`src/rtl/axi_lite_arbiter.sv`:
```
// axi_lite_arbiter
// Merges the instruction-fetch read port (S0) and the load/store read/write
// port (S1) into one AXI-Lite master port feeding the crossbar. Only one
// transaction is in flight at a time. The grant is held from the address
// phase until the final response handshake. Payloads are never latched:
// the granted master is wired straight through to M_AXI_*.
//
// Optional feature macro: AXI_ARB_RR_EN
//   defined   -> round-robin between S0 and S1 using a 1-bit last-grant register
//   undefined -> fixed priority, S1 over S0
// In both builds an S1 write request wins over an S1 read request.
module axi_lite_arbiter #(
  parameter int ADDR_WIDTH = 32,
  parameter int DATA_WIDTH = 32
) (
  input  logic                      AXI_ACLK,
  input  logic                      AXI_ARESETN,
  // S0: instruction fetch, read only
  input  logic [ADDR_WIDTH-1:0]     S0_ARADDR,
  input  logic                      S0_ARVALID,
  output logic                      S0_ARREADY,
  output logic [DATA_WIDTH-1:0]     S0_RDATA,
  output logic [1:0]                S0_RRESP,
  output logic                      S0_RVALID,
  input  logic                      S0_RREADY,
  // S1: load/store, read and write
  input  logic [ADDR_WIDTH-1:0]     S1_ARADDR,
  input  logic                      S1_ARVALID,
  output logic                      S1_ARREADY,
  output logic [DATA_WIDTH-1:0]     S1_RDATA,
  output logic [1:0]                S1_RRESP,
  output logic                      S1_RVALID,
  input  logic                      S1_RREADY,
  input  logic [ADDR_WIDTH-1:0]     S1_AWADDR,
  input  logic                      S1_AWVALID,
  output logic                      S1_AWREADY,
  input  logic [DATA_WIDTH-1:0]     S1_WDATA,
  input  logic [DATA_WIDTH/8-1:0]   S1_WSTRB,
  input  logic                      S1_WVALID,
  output logic                      S1_WREADY,
  output logic [1:0]                S1_BRESP,
  output logic                      S1_BVALID,
  input  logic                      S1_BREADY,
  // Single master port toward the crossbar
  output logic [ADDR_WIDTH-1:0]     M_AXI_AWADDR,
  output logic                      M_AXI_AWVALID,
  input  logic                      M_AXI_AWREADY,
  output logic [DATA_WIDTH-1:0]     M_AXI_WDATA,
  output logic [DATA_WIDTH/8-1:0]   M_AXI_WSTRB,
  output logic                      M_AXI_WVALID,
  input  logic                      M_AXI_WREADY,
  input  logic [1:0]                M_AXI_BRESP,
  input  logic                      M_AXI_BVALID,
  output logic                      M_AXI_BREADY,
  output logic [ADDR_WIDTH-1:0]     M_AXI_ARADDR,
  output logic                      M_AXI_ARVALID,
  input  logic                      M_AXI_ARREADY,
  input  logic [DATA_WIDTH-1:0]     M_AXI_RDATA,
  input  logic [1:0]                M_AXI_RRESP,
  input  logic                      M_AXI_RVALID,
  output logic                      M_AXI_RREADY
);

  typedef enum logic [1:0] {
    IDLE      = 2'd0,
    GNT_S0_RD = 2'd1,
    GNT_S1_RD = 2'd2,
    GNT_S1_WR = 2'd3
  } state_e;

  state_e state_q, state_d;

  // Per-grant completion flags for the two write address/data halves. AW and
  // W may complete in any order; B is only passed back once both are done,
  // and a completed half is not forwarded a second time.
  logic aw_done_q, aw_done_d;
  logic w_done_q,  w_done_d;

  // Request decode, only acted upon in IDLE
  logic s0_rd_req, s1_rd_req, s1_wr_req, s1_req;
  logic pick_s0;

  assign s0_rd_req = S0_ARVALID;
  assign s1_rd_req = S1_ARVALID;
  assign s1_wr_req = S1_AWVALID | S1_WVALID;
  assign s1_req    = s1_rd_req | s1_wr_req;

`ifdef AXI_ARB_RR_EN
  // 1 = S1 received the most recent grant; on contention the other master wins
  logic last_s1_q, last_s1_d;

  assign pick_s0 = s0_rd_req & (~s1_req | last_s1_q);

  // Last-grant register, updated whenever IDLE hands out a grant
  always_ff @(posedge AXI_ACLK or negedge AXI_ARESETN) begin
    if (!AXI_ARESETN) begin
      last_s1_q <= 1'b1;
    end else begin
      last_s1_q <= last_s1_d;
    end
  end

  // Next last-grant value: record who leaves IDLE with the grant
  always_comb begin
    last_s1_d = last_s1_q;
    if ((state_q == IDLE) && (state_d != IDLE)) begin
      last_s1_d = (state_d != GNT_S0_RD);
    end
  end
`else
  assign pick_s0 = s0_rd_req & ~s1_req;
`endif

  // State and write-phase flags; async reset abandons any in-flight transfer
  always_ff @(posedge AXI_ACLK or negedge AXI_ARESETN) begin
    if (!AXI_ARESETN) begin
      state_q   <= IDLE;
      aw_done_q <= 1'b0;
      w_done_q  <= 1'b0;
    end else begin
      state_q   <= state_d;
      aw_done_q <= aw_done_d;
      w_done_q  <= w_done_d;
    end
  end

  // Next-state: grant selection in IDLE, release on the final response handshake
  always_comb begin
    state_d = state_q;
    case (state_q)
      IDLE: begin
        if (pick_s0) begin
          state_d = GNT_S0_RD;
        end else if (s1_wr_req) begin
          state_d = GNT_S1_WR;
        end else if (s1_rd_req) begin
          state_d = GNT_S1_RD;
        end
      end
      GNT_S0_RD: begin
        if (M_AXI_RVALID && S0_RREADY) state_d = IDLE;
      end
      GNT_S1_RD: begin
        if (M_AXI_RVALID && S1_RREADY) state_d = IDLE;
      end
      GNT_S1_WR: begin
        if (M_AXI_BVALID && S1_BREADY && aw_done_q && w_done_q) state_d = IDLE;
      end
      default: state_d = IDLE;
    endcase
  end

  // Write-phase flags: set on each half's handshake, cleared outside the write grant
  always_comb begin
    aw_done_d = aw_done_q;
    w_done_d  = w_done_q;
    if (state_q != GNT_S1_WR) begin
      aw_done_d = 1'b0;
      w_done_d  = 1'b0;
    end else begin
      if (S1_AWVALID && M_AXI_AWREADY) aw_done_d = 1'b1;
      if (S1_WVALID  && M_AXI_WREADY)  w_done_d  = 1'b1;
    end
  end

  // Channel steering: everything 0 unless the granted master's path is connected
  always_comb begin
    S0_ARREADY    = 1'b0;
    S0_RDATA      = '0;
    S0_RRESP      = 2'b00;
    S0_RVALID     = 1'b0;
    S1_ARREADY    = 1'b0;
    S1_RDATA      = '0;
    S1_RRESP      = 2'b00;
    S1_RVALID     = 1'b0;
    S1_AWREADY    = 1'b0;
    S1_WREADY     = 1'b0;
    S1_BRESP      = 2'b00;
    S1_BVALID     = 1'b0;
    M_AXI_AWADDR  = '0;
    M_AXI_AWVALID = 1'b0;
    M_AXI_WDATA   = '0;
    M_AXI_WSTRB   = '0;
    M_AXI_WVALID  = 1'b0;
    M_AXI_BREADY  = 1'b0;
    M_AXI_ARADDR  = '0;
    M_AXI_ARVALID = 1'b0;
    M_AXI_RREADY  = 1'b0;
    case (state_q)
      GNT_S0_RD: begin
        M_AXI_ARADDR  = S0_ARADDR;
        M_AXI_ARVALID = S0_ARVALID;
        S0_ARREADY    = M_AXI_ARREADY;
        S0_RDATA      = M_AXI_RDATA;
        S0_RRESP      = M_AXI_RRESP;
        S0_RVALID     = M_AXI_RVALID;
        M_AXI_RREADY  = S0_RREADY;
      end
      GNT_S1_RD: begin
        M_AXI_ARADDR  = S1_ARADDR;
        M_AXI_ARVALID = S1_ARVALID;
        S1_ARREADY    = M_AXI_ARREADY;
        S1_RDATA      = M_AXI_RDATA;
        S1_RRESP      = M_AXI_RRESP;
        S1_RVALID     = M_AXI_RVALID;
        M_AXI_RREADY  = S1_RREADY;
      end
      GNT_S1_WR: begin
        if (!aw_done_q) begin
          M_AXI_AWADDR  = S1_AWADDR;
          M_AXI_AWVALID = S1_AWVALID;
          S1_AWREADY    = M_AXI_AWREADY;
        end
        if (!w_done_q) begin
          M_AXI_WDATA  = S1_WDATA;
          M_AXI_WSTRB  = S1_WSTRB;
          M_AXI_WVALID = S1_WVALID;
          S1_WREADY    = M_AXI_WREADY;
        end
        if (aw_done_q && w_done_q) begin
          S1_BRESP     = M_AXI_BRESP;
          S1_BVALID    = M_AXI_BVALID;
          M_AXI_BREADY = S1_BREADY;
        end
      end
      default: ;
    endcase
  end

endmodule
```
`config.mk`:
```
export PLATFORM = sky130hd
export DESIGN_NAME = axi_lite_arbiter
export DESIGN_NICKNAME = d
export VERILOG_FILES = /design/src/rtl/axi_lite_arbiter.sv
export SDC_FILE = /design/constraint.sdc
export NUM_CORES = 1
export LEC_CHECK = 0
export CAP_MARGIN = 5
export CORE_AREA = 2 2 142 144
export CTS_CLUSTER_SIZE = 24
export DETAILED_ROUTE_END_ITERATION = 10
export DIE_AREA = 0 0 144 146
export GPL_TIMING_DRIVEN = 0
export PLACE_DENSITY = 0.44
export SYNTH_ARGS = -nofsm -noshare
export SYNTH_HDL_FRONTEND = slang
export SYNTH_SLANG_ARGS = --single-unit
```
`constraint.sdc`:
```
create_clock -name AXI_ACLK -period 1.8 [get_ports AXI_ACLK]
set_clock_uncertainty 0.15 [all_clocks]
set_input_delay 0.36 -clock AXI_ACLK [delete_from_list [all_inputs] [get_ports AXI_ACLK]]
set_output_delay 0.36 -clock AXI_ACLK [all_outputs]
set_load 0.03 [all_outputs]
```
==> results of run 1 <==
## metrics by stage
stage / TNS (ns) / setup WS, ns
final: -54.58 / -0.410
after floorplan: -2.63 / -0.0587
after global routing: -64.47 / -0.447
after CTS: -62.44 / -0.411
after detailed placement: -158.40 / -1.20
after global placement: -155.90 / -1.22
## state kept, by name (all words and copies together) (netlist names)
signal     flops
aw_done_q      1
state_q        2
w_done_q       1
## final timing paths
path,from,to,slack (ns)
min,AXI_ARESETN,state_q[0],0.19
min in group AXI_ACLK,aw_done_q,aw_done_q,0.42
min reg2reg,aw_done_q,aw_done_q,0.42
max reg2reg,state_q[0],state_q[0],-0.10
max,state_q[1],S1_WREADY,-0.41
max in group asynchronous,AXI_ARESETN,state_q[1],1.13
## worst max-delay path: stages, from the launching register on
cell and delay (ns):
dfrtp_2 0.47, ha_4 0.20, and2b_2 0.23, bufbuf_16 0.28
and2_1 0.16, buf_6 0.14
## cells in the mapped netlist
library cell | number | share of area [%]
o31a_1 | 1 | 0.49
a32o_1 | 1 | 0.55
clkbuf_1 | 15 | 3.1
nand2_1 | 2 | 0.42
buf_2 | 9 | 2.5
and3_1 | 1 | 0.35
and2_1 | 146 | 51
a221o_1 | 1 | 0.55
and2b_1 | 2 | 0.83
a22o_2 | 1 | 0.55
o31ai_1 | 1 | 0.42
nand4_1 | 1 | 0.35
mux2i_1 | 1 | 0.55
a222oi_1 | 1 | 0.55
clkbuf_2 | 2 | 0.55
ha_1 | 4 | 2.8
inv_1 | 2 | 0.42
a22oi_1 | 34 | 14
dfrtp_1 | 4 | 5.5
o21ba_2 | 1 | 0.55
a21oi_1 | 2 | 0.55
nor2b_1 | 37 | 13
and2_2 | 2 | 0.83
## area by class of cell
| class | instances | area [um2] |
|---|---|---|
| Clock buffer | 3 | 75.1 |
| Tap cell | 265 | 332 |
| Timing Repair Buffer | 389 | 4120 |
| Multi-Input combinational cell | 239 | 2150 |
| Buffer | 26 | 422 |
| Fill cell | 2015 | 12100 |
| Sequential cell | 4 | 103 |
| Inverter | 2 | 12.5 |
## power by group through the flow
stage                     Sequential, uW  Combinational (uW)  Clock (uW)
after detailed placement             153                7490           0
after global routing                 195               10600         362
after global placement               152                7480           0
after CTS                            182                8150         351
final                                190               10100         342
after floorplan                      145                4280           0
## routing by layer
layer,vias to the layer above,global-route usage [%]
li1,1676,-
met1,1642,14.0
met2,214,27.2
met3,4,3.49
met4,0,1.27
met5,-,0
## logic make-up (layout without fill, tap and decap cells)
kind of cell,Yosys count,after routing,share of synthesized area [%]
AOI/OAI and AO/OA,43,43,18.4
and+or+nand+nor,191,191,66.2
buffers and inverters,28,420,6.58
DFF,4,4,5.54
adders and majority gates,4,4,2.77
muxes,1,1,0.554
## timing repair
item | 4_1_cts | 5_1_grt
cloned | 6 | 11
hold buffers | 0 | 0
gates resized for setup | 1186 | 349
buffers inserted | 1 | 8
pin swaps | 25 | 5
endpoints found under the setup margin | 183 | 184
==> run summary, run 1 <==
The tools report the final global-route overflow total as 0. TritonCTS built the clock tree. The number of global-route vias before repair was 3662. The detailed router put a total of 5410 um of wire on met1. Summed over all nets, wire length on met3 after detailed routing comes to 1660 um.

The maximum achievable frequency is 452 MHz. The minimum clock period after layout works out to 2.21 ns. The first global-routing pass estimated 21800 um of wire. The DRC violation total after the first TritonRoute iteration came out at 47.

The sequential-to-total area share from yosys stat is 5.54%. Kind of start point of the critical path: a flop. The logs give 13.4% for the combined global-route utilization of all metal layers and 364 for the top-level port count. The floorplan step defined a die boundary enclosing 0.0210 mm2. Setup repair after global routing could not meet its margin everywhere. The tightest min-delay check is of the primary input to async pin type. The final reports fail on setup timing. In this run, flip-flops and latches consume 1.8% of the power. For the leakage power figure, the log shows 0.00313 uW. The run gives 0 as the number of remaining DRC errors. Yosys mapped the design onto 23 distinct sky130hd cell types. For the number of hold-slack violations in the final timing report, the log shows 0.

The highest fanout seen on the critical path works out to 5. The library cells used most frequently in the layout, excluding fill and tap cells, are clkdlybuf4s50_1 (181), buf_6 (164), and2_4 (102), and2_1 (43). The buffer levels on the longest clock path was 2. For the worst flop-to-flop path, the logic depth is 7.

The switching share of power works out to 46.7%. For the post-synthesis cell count, the log shows 271. Dividing the final minimum period by the clock period gives 123%.

The count of nets left with antenna violations once routing finished came out at 0. The internal power component was 5640 uW; the power density over the cells was 1470 mW/mm2. Number of nets in the synthesized netlist: 457. The region available for standard cell placement spans 0.0193 mm2. Register bit count reported by yosys: 4.

The horizontal die dimension is 144 um, and the placer's final routability congestion estimate is 0.821. The initialized floorplan defines 51 standard-cell rows. The kind of critical path was flop to output pin. The number of antenna violations at the first check in global routing was 0. The logs give 95.0% for the combinational fraction of design power and 16200 um for the final wirelength. Setup violations remaining at the end of the flow were counted as 184. IR analysis of the VDD net gives a maximum drop of 0.000742 V. First-pass iteration count of the detailed router: 4. For the cell area after synthesis, the log shows 0.00181 mm2.

After detailed placement, the design holds a cell count of 899. Using the TritonRoute via totals, the vias-per-cell ratio works out to 3.81. Summing all non-filler instances in the final layout gives an area of 0.00722 mm2.

Clock-pin slew was measured on the worst setup and hold paths at 0.03 ns. Data on the critical path is required at its endpoint by 1.29 ns. The design draws 10600 uW. Post-synthesis average cell area: 6.66 um2. The routed layout has 3536 vias.

The clock reaches the later pin of the worst-skew pair after 0.22 ns. Number of max-slew violations in the final report: 0. The library cell used most frequently in the layout, excluding fill and tap cells, is clkdlybuf4s50_1. The max-cap violation count is 0, and the slew of the pin with the lowest slew margin is 0.267 ns.

Tightest slew margin relative to the limit: 82.2%. The initial utilization of the core area, before any placement, comes to 9.34%. The chip height works out to 146 um.

The analysis attributes to net switching a power of 4950 uW. The run gives 0.192 ns as the worst hold margin. The finished layout holds 928 standard cells, fillers aside. The fraction of final layout cells with drive strength greater than 1 was 63.8%. The run gives 3.2% as the relative contribution of the clock network to total power. Detailed routing placed a total of 9050 um of wire on met2.

The post-detailed-placement half-perimeter wirelength was 12500 um. 0 antenna diodes ended up in the layout. The number of buffers created by CTS is 3, and the area added between synthesis and finish is 300%.

The run finished, with violations left. The worst endpoint data arrival time is 1.70 ns, and the count of yosys warnings during synthesis is 0. The final core area utilization is 37.3%, and the final worst-path setup slack is -0.410 ns.

Buffers placed on the I/O ports in this run total 363. The average wire per standard cell is 17.5 um, and the net count reported at finish is 851. STA classifies the critical path endpoint as an output pin.

Entering global routing, the biggest net connects 11 pins. The CTS H-tree depth was 1. The run gives 0.00595 mm2 as the post-detailed-placement cell area. The detailed router used layers up to and including met4. The CTS root buffer was clkbuf_16.

Clock tree synthesis found a total of 4 sinks.
Power figures use the tool's default switching activity.
==> inputs of run 2 (changes only) <==
--- a/config.mk
+++ b/config.mk
@@ -9,2 +9,3 @@
 export CORE_AREA = 2 2 142 144
+export CTS_BUF_LIST = sky130_fd_sc_hd__clkbuf_16
 export CTS_CLUSTER_SIZE = 24
--- a/constraint.sdc
+++ b/constraint.sdc
@@ -4,2 +4,2 @@
 set_output_delay 0.36 -clock AXI_ACLK [all_outputs]
-set_load 0.03 [all_outputs]
+set_load 0.005 [all_outputs]
==> run 2 against run 1 <==
Against the previous run:
- the flow still finishes with violations (setup timing)
- non-clock buffer count grew 32
- clock-buffer cell count unchanged
- critical path type unchanged
- utilization up 1.2 points
- register-to-register slack got worse by 0.13 ns
- final area grew 3.3%
- sequential share of layout area hardly changed
==> run summary, run 2 (synthesized netlist as in run 1, its figures left out) <==
Setup repair after global routing could not meet its margin everywhere. The worst path in the final design needs a cycle of 2.18 ns, including I/O delays and setup. Dividing the detail-routed via count by the number of cells gives 3.86. The horizontal die dimension works out to 144 um.

Endpoint of the worst register-to-register path: state_q[0]. The worst hold margin came out at 0.220 ns. The number of max-slew violations in the final report was 0. Timing would allow up to 460 MHz.

The setup slack of the most critical reg-to-reg path is -0.23 ns. The startpoint identified for the worst register-to-register timing path is state_q[0]. First-pass iteration count of the detailed router: 4. Data on the critical path arrives at its endpoint at 1.67 ns. For the die area, the log shows 0.0210 mm2. The die is 146 um tall. The DRC violation total after the first TritonRoute iteration came out at 49. The register with the most flip-flops in the layout has 2 of them.

The first global-routing pass estimated 23700 um of wire. The tools report the starting utilization of the core area as 9.34%. Counting along the longest clock path gives a buffer depth of 2. The number of hold-slack violations in the final timing report is 0, and the final wirelength is 16800 um. Number of antenna violations at the first check in global routing: 0.

Clock tree synthesis inserted a total of 3 buffers. Number of global-route vias before repair: 4145. In the final routed layout, each cell accounts on average for 17.5 um. The tools report the antenna cell count as 0. The worst register-to-register path has a depth of 8. The tools report the peak ir drop on the vdd network as 0.000636 V.

The path class of the tightest hold or removal check is primary input to async pin. The filler cells instantiated in the layout total 1949. The tools report the max-cap violation count as 0.

TritonCTS built the clock tree. The tools report the sum of routed wire segments on met1 as 5250 um. The run gives 1 as the CTS H-tree depth. After clock tree synthesis, the clock-pin slew on the worst setup and hold paths is 0.03 ns. The clock reaches the later pin of the worst-skew pair after 0.23 ns. The required time of the worst setup path is 1.29 ns.

Setup violations remaining at the end of the flow were counted as 184. The largest registers in the layout are state_q (2), aw_done_q (1), w_done_q (1). The worst pin sits at a relative slew slack of 77.1%. Leakage power figure: 0.00333 uW. The flow ran to the end, but the final reports show violations. In the layout the commonest cells are clkdlybuf4s50_1 (181), buf_6 (157), and2_4 (131), buf_2 (48), a22oi_2 (34).

The tools report the placer's final routability congestion estimate as 0.774. Summed over all nets, wire length on met3 after detailed routing comes to 1660 um. Cells with a size suffix above 1 make up 65.4% of the layout. For the pin with the worst max-slew slack, the measured transition is 0.343 ns.

After detailed routing, no signal wire sits above met4. Leaving out fill and tap cells, the most frequent cell in the layout is clkdlybuf4s50_1. The worst setup path is of the flop to output pin kind. The final route contains 3708 vias. The CTS root buffer was clkbuf_16. The core region is 0.0193 mm2. Post-route fraction of the period consumed by the critical path: 121%. The register containing the most flip-flops in the final layout was state_q. Along the worst path, the maximum fanout reaches 5.

Compared with the post-synthesis result, the final layout area differs by 313%. The final worst-path setup slack came out at -0.376 ns. The completed layout was analyzed and its total power is 8900 uW.

The tree built by TritonCTS fans out to 4 sinks. The checks that failed: setup timing. Count of buffers inserted at the top-level ports: 363. The number of remaining DRC errors was 0; the post-detailed-placement half-perimeter wirelength was 12700 um.

The routed wire length on met2 is 9640 um, and the final core area utilization is 38.6%. In this run the core area contains 51 standard-cell rows. The maximum number of pins on one net before global-route repair is 11, and the power density over the cells is 1190 mW/mm2. The worst setup path is launched from a flop. The top-level port count was 364.

The net count reported at finish was 884; the post-detailed-route count of antenna-violating nets was 0. STA classifies the critical path endpoint as an output pin. The total overflow left after global routing is 0.

For the combined global-route utilization of all metal layers, the log shows 14.5%.
## run 2: per-layer routing
| layer | vias up | global-route usage, % |
|---|---|---|
| met3 | 14 | 4.21 |
| li1 | 1743 | - |
| met1 | 1725 | 13.2 |
| met4 | 0 | 2.65 |
| met5 | - | 0 |
| met2 | 226 | 30.8 |
## run 2: final cells by class
type                       count  area, um2  share of cell area [%]
timing repair buffer         423       4330                    58.1
tap                          265        332                    4.45
clock buffer                   3       75.1                    1.01
sequential                     4        103                    1.38
buffer                        24        432                    5.79
inverter                       2       10.0                   0.134
multi-input combinational    240       2170                    29.1
## run 2: worst max-delay path by stage
stage                from              end  slack, ns
2_1_floorplan  state_q[1]  M_AXI_WDATA[11]       0.04
3_3_place_gp   state_q[0]  M_AXI_ARADDR[7]      -0.92
3_5_place_dp   state_q[0]  M_AXI_ARADDR[7]      -0.89
4_1_cts        state_q[0]  M_AXI_ARADDR[0]      -0.42
5_1_grt        state_q[0]    M_AXI_ARVALID      -0.43
6_report       state_q[0]  M_AXI_ARADDR[7]      -0.38
## run 2: per-stage QoR
stage | setup WS (ns) | TNS, ns | area (um2) | instances
2_1_floorplan | 0.0396 | 0 | 1810 | 271
3_3_place_gp | -0.920 | -120.73 | 5770 | 899
6_report | -0.376 | -49.17 | 7460 | 961
4_1_cts | -0.422 | -52.44 | 6950 | 960
3_5_place_dp | -0.890 | -122.92 | 5770 | 899
5_1_grt | -0.426 | -57.05 | 7460 | 961
## run 2: timing repair
| action | CTS | global route |
|---|---|---|
| hold buffers | 0 | 0 |
| gates cloned | 22 | 3 |
| pin swaps | 67 | 30 |
| hold endpoints to repair | 0 | 0 |
| setup endpoints to repair | 184 | 184 |
| gates resized for setup | 1020 | 181 |
| buffers inserted | 36 | 4 |
## run 2: worst max-delay path, stage by stage (launching register included)
cell and delay (ns):
dfrtp_2 0.44, inv_4 0.06, ha_4 0.16, buf_8 0.13
buf_6 0.13, clkbuf_16 0.15, a22oi_2 0.17, nor2b_1 0.07
buf_2 0.13
## run 2: power by group
| group | leakage (uW) | total (uW) | internal (uW) | switching (uW) |
|---|---|---|---|---|
| registers | 0.0000500 | 185 | 124 | 61.1 |
| logic | 0.00325 | 8370 | 5450 | 2910 |
| clock network | 0.0000370 | 347 | 284 | 63.0 |
| total | 0.00333 | 8900 | 5860 | 3040 |
==> inputs of run 3 (changes only) <==
--- a/config.mk
+++ b/config.mk
@@ -14,3 +14,2 @@
 export GPL_TIMING_DRIVEN = 0
-export PLACE_DENSITY = 0.44
 export SYNTH_ARGS = -nofsm -noshare
--- a/constraint.sdc
+++ b/constraint.sdc
@@ -4,2 +4,2 @@
 set_output_delay 0.36 -clock AXI_ACLK [all_outputs]
-set_load 0.005 [all_outputs]
+set_load 0.1 [all_outputs]
==> run 3 against run 2 <==
Against the previous run:
- the run still ends with setup timing left
- combinational power grew 120%
- highest routed layer unchanged
- largest power group unchanged
- setup slack lost 0.069 ns
- register-to-register slack gained 0.06 ns
- sequential share of layout area shrank 0.24 points
- utilization grew 8.3 points
==> run summary, run 3 (synthesized netlist as in run 1, its figures left out) <==
The run gives 51 as the number of rows created at floorplan. For this design, the slowest cell found on the critical path is dfrtp_2. Power spread over the standard cell area amounts to 2100 mW/mm2.

The pre-antenna-repair detailed-routing pass consisted of 4 iterations. CTS placed an instance of clkbuf_16 at the clock tree root. The number of setup violations in the final report was 184.

The number of hold-slack violations in the final timing report came out at 0. The final route contains 3520 vias. For the number of remaining DRC errors, the log shows 0. For the DRC violation total after the first TritonRoute iteration, the log shows 90. Across the run, the number of max-cap violations was 0. Derived from the worst setup path, the maximum achievable clock frequency is 446 MHz. The final reports fail on setup timing.

Leaving out fill and tap cells, the most frequent cell in the layout is clkdlybuf4s50_1. Walking the worst path, the cells encountered are inv_2 -> ha_2 -> buf_8 -> clkbuf_16 -> a22oi_2 -> nor2b_4 -> buf_12. The number of buffers created by CTS is 3, and the clock net sink count is 4. Slew of the pin with the lowest slew margin: 0.294 ns. After layout, the worst path uses 125% of the clock period. In the final routed layout, each cell accounts on average for 17.0 um. Setup repair after global routing could not meet its margin everywhere. The number of antenna diodes in the final layout is 0. Once detailed placement completed, the half-perimeter wirelength came to 11500 um.

Register containing the most flip-flops in the final layout: state_q. The tools report the final worst-path setup slack as -0.445 ns. The run finished, with violations left.

Counting I/O delays and the setup requirement, the final critical path takes 2.24 ns. The largest single stage delay on the critical path is 0.45 ns. The area added between synthesis and finish came out at 402%. The number of antenna violations at the first check in global routing is 0, and the horizontal die dimension is 144 um. The count of buffers inserted at the top-level ports was 363.

The kind of start point of the critical path was a flop. For this run the aggregate overflow at the end of global routing stands at 0. For this configuration, the core starts out at a cell density of 9.34%.

The tools report the final core area utilization as 46.9%. During I/O placement, the number of pins put on the boundary was 364. In the final design database the tool counted 851 nets. For the leakage power figure, the log shows 0.00369 uW. The register with the most flip-flops in the layout has 2 of them. The worst endpoint data arrival time came out at 1.73 ns. The kind of end point of the critical path is an output pin. In this run the cell area measured after placement is 0.00647 mm2. Clock edge transition at the registers on the reported setup and hold paths: 0.03 ns. The final layout contains routed wiring with a total length of 15800 um. The wire length of the first global-routing pass is 22300 um, and the post-detailed-route count of antenna-violating nets is 0. IR analysis of the VDD net gives a maximum drop of 0.00179 V.

The total instance count after detailed placement was 899; the placer's final routability congestion estimate was 0.710. TritonCTS built the clock tree. The setup path with the least slack is of type flop to output pin. The tools report the CTS H-tree depth as 1. In this run the worst path has a maximum fanout of 10.

In this run the standard cell core region covers 0.0193 mm2. The run gives 0.0210 mm2 as the die area. Global routing consumed, over all layers together, 13.7% of the routing resources. The required time of the worst setup path was 1.29 ns.

In the layout the commonest cells are clkdlybuf4s50_1 (181), buf_12 (171), and2_4 (146), nor2b_4 (34), buf_8 (33). The tools report the maximum number of pins on one net before global-route repair as 11. The filler cells instantiated in the layout total 1713. The chip height came out at 146 um.

The logs give 3728 for the number of global-route vias before repair and 2 for the buffer levels on the longest clock path. The final total negative setup slack is -66.06 ns. The fraction of final layout cells with drive strength greater than 1 is 69.5%. Clock insertion delay at the later pin of the skew report: 0.23 ns. Once layout is complete, the cells apart from fillers number 928. The tools report the tightest slew margin relative to the limit as 80.2%. In the final layout, the registers with the most flip-flops are state_q (2), aw_done_q (1), w_done_q (1).

After detailed routing, the number of vias per cell comes to 3.79. The number of max-slew violations in the final report is 0. The tools report the post-route cell area as 0.00907 mm2. The path category of the worst min-delay check is primary input to async pin.
run 3: cell types whose count changed in the layout (fill, tap and decap cells not counted), sizes merged:
cell and delta:
buf -30, clkbuf -3
run 3: path summary, 6_finish.rpt:
path	startpoint	end	slack (ns)	cells after the start
worst max-delay path	state_q[1]	M_AXI_ARADDR[8]	-0.44	7
worst min-delay path	AXI_ARESETN	w_done_q	0.21	1
worst max register to register	state_q[0]	state_q[0]	-0.17	8
worst min register to register	w_done_q	w_done_q	0.43	2
max in group asynchronous	AXI_ARESETN	state_q[0]	1.08	1
min in group AXI_ACLK	w_done_q	w_done_q	0.43	2
run 3: layer usage:
metal	vias to the layer above	part of all wire, %	GRT usage, %
li1	1675	-	-
met1	1644	36	15.0
met2	197	56	27.4
met3	4	8.5	3.06
met4	0	0.40	1.27
met5	-	0	0
run 3: area by class of cell:
cell class	count	area, um2	area share, %
Clock buffer	3	75.1	0.828
Buffer	26	434	4.79
Sequential cell	4	103	1.13
Tap cell	265	332	3.66
Multi-Input combinational cell	240	2410	26.6
Inverter	2	10.0	0.110
Timing Repair Buffer	388	5710	62.9
run 3: power by group:
part	switching (uW)	leakage [uW]	internal (uW)	total, uW
Clock	65.9	0.0000370	284	350
Combinational	10800	0.00361	7630	18500
Sequential	59.0	0.0000500	124	183
Total	11000	0.00369	8040	19000
run 3: through the flow:
stage               hold slack [ns]  power (uW)  setup slack (ns)
finish                        0.210       19000            -0.445
global placement              0.397       14300             -1.43
detailed placement            0.409       14300             -1.42
global route                  0.224       19600            -0.494
floorplan                   -0.0856       11300            -0.264
CTS                           0.210       18600            -0.443
run 3: worst max-delay path, delay by kind of cell (launching register included):
kind	cells	cell delay [ns]
compound gates	1	0.08
simple gates	1	0.15
fa+ha+maj	1	0.21
buf+inv	4	0.61
flops	1	0.45
run 3: what timing repair did:
item / CTS / global route
buffers inserted: 10 / 6
pin swaps: 18 / 10
endpoints found under the setup margin: 184 / 184
hold buffers: 0 / 0
cloned: 9 / 4
resized for setup: 1709 / 38
